**config.mk**
```make
export PLATFORM = sky130hd
export DESIGN_NAME = pwm_multichannel
export DESIGN_NICKNAME = d
export VERILOG_FILES = /design/src/rtl/pwm_multichannel.sv
export SDC_FILE = /design/constraint.sdc
export NUM_CORES = 1
export LEC_CHECK = 0
export BUFFER_PORTS_ARGS = -buffer_cell sky130_fd_sc_hd__buf_4
export CAP_MARGIN = 40
export CORE_UTILIZATION = 50
export CTS_CLUSTER_SIZE = 12
export DETAILED_ROUTE_END_ITERATION = 8
export GPL_TIMING_DRIVEN = 1
export PLACE_DENSITY = 0.72
export SLEW_MARGIN = 20
export SYNTH_ARGS = -nofsm -noshare
export SYNTH_HDL_FRONTEND = slang
export SYNTH_SLANG_ARGS = --single-unit
```
**constraint.sdc**
```tcl
create_clock -name clk -period 2.1 [get_ports clk]
set_input_delay 0.105 -clock clk [delete_from_list [all_inputs] [get_ports clk]]
set_output_delay 0.105 -clock clk [all_outputs]
set_load 0.02 [all_outputs]
```
**src/rtl/pwm_multichannel.sv**
```systemverilog
// pwm_multichannel: prescaled shared-counter N-channel PWM with double-buffered period, prescale and duty
module pwm_multichannel #(
  parameter int N_CH  = 4,
  parameter int CNT_W = 16,
  parameter int PRE_W = 8
) (
  input  logic                   clk,
  input  logic                   rst_n_a,
  input  logic                   en,
  input  logic                   load,
  input  logic [CNT_W-1:0]       period_in,
  input  logic [PRE_W-1:0]       prescale_in,
  input  logic [N_CH*CNT_W-1:0]  duty_in,
  output logic [N_CH-1:0]        pwm_out,
  output logic                   period_tick,
  output logic [CNT_W-1:0]       count
);
  logic [PRE_W-1:0] pre_cnt, pre_act, pre_sh;
  logic [CNT_W-1:0] cnt, per_act, per_sh;
  logic [N_CH*CNT_W-1:0] duty_act, duty_sh;
  logic [N_CH-1:0] cmp;
  logic pending, tick, wrap, apply;
  assign tick = en && pre_cnt == pre_act;
  assign wrap = tick && cnt >= per_act;
  assign apply = pending && (wrap || !en);
  assign count = cnt;
  for (genvar i = 0; i < N_CH; i++) begin : g_cmp
    assign cmp[i] = cnt < duty_act[i*CNT_W +: CNT_W];
  end
  always_ff @(posedge clk or negedge rst_n_a)
    if (!rst_n_a) begin
      pre_cnt     <= '0;
      cnt         <= '0;
      pwm_out     <= '0;
      period_tick <= 1'b0;
      pre_act     <= '0;
      per_act     <= '0;
      duty_act    <= '0;
      pre_sh      <= '0;
      per_sh      <= '0;
      duty_sh     <= '0;
      pending     <= 1'b0;
    end else begin
      if (!en) begin
        pre_cnt     <= '0;
        cnt         <= '0;
        pwm_out     <= '0;
        period_tick <= 1'b0;
      end else begin
        pre_cnt     <= tick ? '0 : pre_cnt + 1'b1;
        cnt         <= tick ? (wrap ? '0 : cnt + 1'b1) : cnt;
        pwm_out     <= cmp;
        period_tick <= wrap;
      end
      if (load) begin
        pre_sh  <= prescale_in;
        per_sh  <= period_in;
        duty_sh <= duty_in;
      end
      if (load && wrap) begin
        pre_act  <= prescale_in;
        per_act  <= period_in;
        duty_act <= duty_in;
      end else if (apply) begin
        pre_act  <= pre_sh;
        per_act  <= per_sh;
        duty_act <= duty_sh;
      end
      pending <= load ? !wrap : pending && !apply;
    end
endmodule

```
==> metrics.md, run 1 <==
| Metric | Value |
|---|---|
| Vias in the first global route | `slightly above 10000` |
| # diodes | `0` |
| Initial Utilization | `roughly half` |
| Worst VDD drop | `approximately 0.63 mV` |
| Clock Sinks | `a little over 200` |
| Cell Area, Synth | `12600 um^2` |
| Failing checks | `negative setup slack` |
| Syn_area_per_cell | `~10 um^2` |
| CP max stage delay | `370 ps` |
| Synthesis-stage register bit count | `roughly 210` |
| Slowest CP cell | `dfrtp_1` |
| Mapped Nets | `between 1000 and 1500` |
| DRC viols | `0` |
| Gr ovfl total | `0` |
| H-tree depth | `1` |
| Design area | `approximately 17000 um^2` |
| P&R area growth vs syn | `32.1%` |
| Maximum fanout along the worst path | `9` |
| Final nets | `around 1700` |
| Crit Path Class | `flip-flop to flip-flop` |
| Avg WL per Cell | `around 18 um` |
| First-pass GRT wire length | `52100 um` |
| # IOs | `roughly 110` |
| Initial antenna violation count | `0` |
| Req. time, crit path | `between 2000 and 3000 ps` |
| Ys async rst share | `100%` |
| Die area | `between 20000 and 30000 um^2` |
| Dpl cell area | `14300 um^2` |
| Clock transition at path regs | `approximately 60 ps` |
| Post-DP HPWL | `around 21000 um` |
| Drt pass-1 iters | `6` |
| Setup violators final | `~110` |
| Vias per std cell | `5.55` |
| Starting DRC count in detailed routing | `755` |
| Synth Warn # | `0` |
| Clock root cell | `clkbuf_16` |
| Min Tclk post-route | `between 2000 and 2500 ps` |
| Layout cells sized above 1 | `about 28%` |
| Largest net degree at the start of global routing | `96` |
| Clock Latency Late Sink | `530 ps` |
| Crit. End Element | `flip-flop` |
| Worst min-delay path class | `primary input to asynchronous set/reset pin` |
| Post-route core utilization | `approximately two thirds` |
| Core ar. | `24500 um^2` |
| Cells after Synth | `~1300` |
| Commonest non-fill, non-tap cells in the layout | `193 x dfrtp_1, 188 x mux2i_1, 180 x a21oi_1` |
| Clock skew | `roughly 18 ps` |
| Max Cap Violations | `0` |
| Fin. max-slew vios | `0` |
| Commonest non-fill, non-tap cell in the layout | `dfrtp_1` |
| Count of cell types in the netlist | `between 40 and 50` |
| Num CTS Buffers | `24` |
| Seq/Total Area, Yosys | `41.0%` |
| Worst-path cell chain | `inv_2 > ha_1 > nand2_2 > nor4_2 > o21ai_1 > o21a_2 > nor3_4 > buf_12 > buf_12 > mux2i_1` |
| EDFF count, synth | `0` |
| Critical Path AT | `around 2800 ps` |
| Most frequent CP cell | `buf_12` |
| Crit share post-route | `111%` |
| Die height | `roughly 160 um` |
| Worst Slack Setup Final | `-224 ps` |
| Tightest Pin Transition | `473 ps` |
| Ys flop type | `dfrtp_1` |
| Final Hold Viols | `0` |
| Unrepaired setup endpoints after global routing | `yes` |
| Port Buffer Count | `112` |
| PwrDens | `~720 nW/um^2` |
| CTS tree | `done` |
| Antenna Violating Nets Remaining | `0` |
| Total Routing Usage GR | `between 20 and 30%` |
| Routed Wire Length | `~33000 um` |
| Status | `finished, violations left` |
| Crit path buffers/inverters | `3` |
| Slew margin rel. | `about two thirds` |
| Pleak | `between 7 and 8 nW` |
| CP startpoint kind | `flip-flop` |
| Routability congestion estimate | `between 0.8 and 0.9` |
| Family with the most delay on the worst path | `simple AND/OR/NAND/NOR gates` |
| Fillers | `between 1500 and 2000` |
| Vias | `just over 10000` |
| Clock Tree Buf Depth | `3` |
| Fmax | `roughly 430 MHz` |
| Site Rows | `57` |
| Die X-Extent | `160 um` |
## cells by family after synthesis
kind of cell             count (synthesis)  share of synthesized area [%]
adder cells (fa/ha/maj)                 78                           7.77
AO/OA/AOI/OAI                          256                           11.5
buffers and inverters                  149                           5.91
multiplexers                           277                           23.0
XOR/XNOR                                14                          0.976
flip-flops                             206                           41.0
AND/OR/NAND/NOR                        273                           9.89
## worst register-to-register path: stages (launching register included)
cell and delay (ps):
dfrtp_1 370, inv_2 60, ha_1 280, nand2_2 60, nor4_2 270, o21ai_1 130
o21a_2 240, nor3_4 230, buf_12 220, buf_12 160, mux2i_1 200
## worst paths after layout
check	startpoint	endpoint	slack [ps]	depth (start not counted)
max reg2reg	per_act[10]	duty_act[28]	-220	10
min in group clk	load	per_act[6]	150	3
max in group asynchronous	rst_n_a	duty_sh[24]	1260	3
max	per_act[10]	duty_act[28]	-220	10
min reg2reg	per_sh[9]	per_sh[9]	540	1
min	rst_n_a	per_sh[2]	120	2
## cells in the mapped netlist, types with 2 or more instances
library cell | count | area (um^2)
a2111oi_0 | 4 | 35.0
a211oi_1 | 6 | 45.0
a21oi_1 | 190 | 951
a22o_1 | 8 | 70.1
a31oi_1 | 3 | 18.8
and3_1 | 12 | 75.1
buf_1 | 5 | 18.8
buf_12 | 10 | 200
buf_2 | 10 | 50.1
clkbuf_1 | 45 | 169
dfrtp_1 | 206 | 5150
ha_1 | 78 | 976
inv_1 | 78 | 293
mux2_2 | 88 | 991
mux2i_1 | 189 | 1890
nand2_1 | 16 | 60.1
nand2b_1 | 5 | 31.3
nand3_1 | 17 | 85.1
nand4_1 | 8 | 50.1
nor2_1 | 179 | 672
nor2b_1 | 17 | 106
nor3_1 | 7 | 35.0
nor4_1 | 3 | 18.8
nor4_4 | 2 | 42.5
o2111a_1 | 4 | 45.0
o211ai_1 | 6 | 45.0
o21a_1 | 4 | 30.0
o21ai_0 | 17 | 85.1
o21ai_1 | 5 | 25.0
o311ai_1 | 4 | 35.0
or4_1 | 3 | 22.5
xor2_1 | 13 | 114
## state kept, by name, indices dropped and copies added (netlist names)
name         cells
duty_sh         64
per_sh          16
per_act         16
pre_cnt          8
duty_act        64
count           16
pwm_out          4
pre_sh           8
pending          1
pre_act          8
period_tick      1
## power by group
part | internal [mW] | switching [mW]
sequential | 4.46 | 0.349
clock | 2.54 | 1.68
combinational | 1.39 | 1.48
total | 8.40 | 3.50
## cell type report
class / count / area (um^2) / share of cell area [%]
clock buffer: 39 / 748 / 4.51
tap: 324 / 405 / 2.44
clock inverter: 5 / 50.0 / 0.302
sequential: 206 / 5170 / 31.2
timing repair buffer: 302 / 2840 / 17.1
inverter: 78 / 295 / 1.78
multi-input combinational: 898 / 7080 / 42.7
## layer usage
| layer | GRT usage, % | wire, um | vias to the layer above |
|---|---|---|---|
| met4 | 8.96 | 950 | 0 |
| met3 | 2.74 | 1530 | 73 |
| li1 | - | - | 4941 |
| met1 | 33.3 | 14400 | 4997 |
| met5 | 0 | 0 | - |
| met2 | 42.9 | 16100 | 271 |
## stage by stage
step	instances	setup TNS (ps)	worst slack, ps	power (mW)	hold WS, ps
final	1852	-16490	-224	11.9	119
after global routing	1852	-26940	-326	12.5	151
after CTS	1843	-9550	-167	11.8	124
after detailed placement	1703	-10600	-175	7.38	116
after global placement	1703	-6510	-123	7.26	111
after floorplan	1253	-10750	-116	6.49	-191
## timing repair
item	CTS	global route
gates resized for setup	33	71
hold endpoints to repair	245	0
pin swaps	14	33
setup endpoints to repair	108	110
gates cloned	1	2
hold buffers	90	0
buffers inserted	5	8
No activity file was read; power rests on OpenSTA's default activity.
==> run 2, diff against run 1 <==
Settings changed: CTS_BUF_LIST set to sky130_fd_sc_hd__clkbuf_16.
==> metrics.md, run 2 (same netlist as run 1, synthesis figures left out) <==
| Metric | Value |
|---|---|
| CTS tree | `done` |
| Crit Path Class | `flip-flop to flip-flop` |
| Clock power share | `33.9% (-1.6 points)` |
| Layout cells sized above 1 | `27.2% (-0.45 points)` |
| Commonest non-fill, non-tap cell in the layout | `dfrtp_1` |
| Setup violators final | `102 (-2.9%)` |
| Register share of total power | `41.5% (+1.1 points)` |
| Failing checks | `negative setup slack` |
| Total Routing Usage GR | `25.2% (-0.038 points)` |
| Site Rows | `57 (unchanged)` |
| Largest net degree at the start of global routing | `96 (unchanged)` |
| Clock root cell | `clkbuf_16` |
| Top flop regs | `duty_act (64), duty_sh (64)` |
| Switching share of power | `30.1% (+0.67 points)` |
| Pleak | `7.63 nW (about the same)` |
| Sw power | `3.49 mW (-0.37%)` |
| Worst Slack Setup Final | `-249 ps (-25.4 ps)` |
| # IOs | `113 (unchanged)` |
| Slew margin rel. | `68.2% (-0.21 points)` |
| Avg WL per Cell | `17.6 um (-1.2%)` |
| Worst min-delay path class | `primary input to asynchronous set/reset pin` |
| Non-Filler Instances | `1855 (+0.16%)` |
| PwrDens | `701 nW/um^2 (-2.3%)` |
| R2R Path Start | `per_act[15]` |
| Clock Sinks | `206 (unchanged)` |
| Routability congestion estimate | `0.898 (unchanged)` |
| Num CTS Buffers | `24 (unchanged)` |
| First-pass GRT wire length | `52000 um (-0.17%)` |
| Die height | `160 um (unchanged)` |
| Met2 wire length | `16000 um (-0.89%)` |
| CP startpoint kind | `flip-flop` |
| Routed Wire Length | `32600 um (-1.0%)` |
| Die X-Extent | `160 um (unchanged)` |
| Core ar. | `24500 um^2 (unchanged)` |
| Clock skew | `14.5 ps (-2.97 ps)` |
| Design area | `16500 um^2 (-0.33%)` |
| Crit share post-route | `112% (+1.2 points)` |
| Antenna Violating Nets Remaining | `0 (unchanged)` |
| Highest metal used | `met4` |
| Worst Reg-to-Reg Cells | `10 (unchanged)` |
| Vias in the first global route | `10300 (-0.17%)` |
| Vias per std cell | `5.53 (-0.44%)` |
| Clock Tree Buf Depth | `3 (unchanged)` |
| Post-placement cell count | `1703 (unchanged)` |
| Total Neg Setup Slack | `-18860 ps (-2380 ps)` |
| Pint | `8.10 mW (-3.5%)` |
| Initial Utilization | `51.3% (unchanged)` |
| Fin. max-slew vios | `0 (unchanged)` |
| Clock transition at path regs | `60 ps (about the same)` |
| Dpl cell area | `14300 um^2 (unchanged)` |
| Unrepaired setup endpoints after global routing | `yes` |
| Worst r2r dst | `duty_act[28]` |
| Gr ovfl total | `0 (unchanged)` |
| Drt pass-1 iters | `5 (-1)` |
| Post-DP HPWL | `21200 um (unchanged)` |
| Tightest Pin Transition | `477 ps (+3.12 ps)` |
| Final nets | `1683 (+0.18%)` |
| Port Buffer Count | `112 (unchanged)` |
| H-tree depth | `1 (unchanged)` |
| Die area | `25800 um^2 (unchanged)` |
| Reg2Reg Setup Slack | `-250 ps (-30 ps)` |
| Critical Path AT | `2780 ps (+20 ps)` |
| Crit. End Element | `flip-flop` |
| Status | `finished, violations left` |
| Met1 WL | `14200 um (-1.3%)` |
| Worst VDD drop | `0.629 mV (-0.36%)` |
| # diodes | `0 (unchanged)` |
| Req. time, crit path | `2540 ps (about the same)` |
| Max Cap Violations | `0 (unchanged)` |
| Commonest non-fill, non-tap cells in the layout | `193 x dfrtp_1, 188 x mux2i_1, 179 x a21oi_1` |
| Min Tclk post-route | `2350 ps (+25.4 ps)` |
| Starting DRC count in detailed routing | `713 (-5.6%)` |
| Final Hold Viols | `0 (unchanged)` |
| DRC viols | `0 (unchanged)` |
| Vias | `10300 (-0.28%)` |
| Maximum fanout along the worst path | `9 (unchanged)` |
| Post-route core utilization | `67.6% (-0.22 points)` |
| Combinational share of power | `24.6% (+0.5 points)` |
| Fmax | `426 MHz (-1.1%)` |
| Routed wl met3 | `1520 um (about the same)` |
| P&R area growth vs syn | `31.7%` |
| Pre-CTS setup slack | `-175 ps (unchanged)` |
| Initial antenna violation count | `0 (unchanged)` |
| Clock Latency Late Sink | `530 ps (about the same)` |
## run 2: cell types whose count changed in the layout (fill, tap and decap cells not counted), sizes merged
cell	change
clkbuf	-14
inv	+7
buf	+3
clkinv	+7
## run 2: area by class of cell
| cell class | count | area (um^2) |
|---|---|---|
| Clock buffer | 25 | 626 |
| Inverter | 78 | 295 |
| Fill cell | 1874 | 7930 |
| Multi-Input combinational cell | 898 | 7050 |
| Tap cell | 324 | 405 |
| Sequential cell | 206 | 5170 |
| Clock inverter | 19 | 103 |
| Timing Repair Buffer | 305 | 2880 |
## run 2: worst max path at each step
stage | startpoint | end | slack (ps) | depth (start not counted)
4_1_cts | count[0] | duty_act[1] | -160 | 11
3_5_place_dp | per_act[11] | duty_act[28] | -170 | 10
3_3_place_gp | count[1] | pwm_out[3] | -120 | 7
2_1_floorplan | count[9] | duty_act[29] | -120 | 10
6_report | per_act[15] | duty_act[28] | -250 | 10
5_1_grt | per_act[8] | duty_act[22] | -330 | 10
## run 2: metrics by stage
step | total power [mW] | hold WS, ps
after floorplan | 6.49 | -191
after global placement | 7.26 | 111
after detailed placement | 7.38 | 116
after CTS | 11.5 | 126
after global routing | 12.2 | 151
final | 11.6 | 118
## run 2: worst max-delay path, cell delays in order, from the launching register on
cell,delay [ps]
dfrtp_1,350
inv_1,90
ha_4,270
nand4_1,140
nor4_2,250
o21ai_2,100
o21a_2,240
nor3_4,230
buf_12,220
buf_12,150
mux2i_1,200
## run 2: power groups by stage
stage / registers (mW) / logic [mW] / clock network (mW)
CTS: 4.80 / 2.73 / 3.99
detailed placement: 4.86 / 2.52 / 0
floorplan: 4.80 / 1.68 / 0
global placement: 4.83 / 2.43 / 0
finish: 4.81 / 2.85 / 3.93
global route: 4.86 / 3.17 / 4.15
## run 2: metal layers
| metal | GRT usage, % | up-vias |
|---|---|---|
| met1 | 33.5 | 4971 |
| met4 | 9.48 | 0 |
| met5 | 0 | - |
| met3 | 2.61 | 70 |
| li1 | - | 4957 |
| met2 | 42.4 | 255 |
## run 2: repair_timing
item	in CTS	in global routing
hold buffers	90	0
setup buffers	5	11
resized for setup	33	72
pin swaps	19	25
endpoints found under the hold margin	246	0
cloned	1	2
endpoints found under the setup margin	108	117
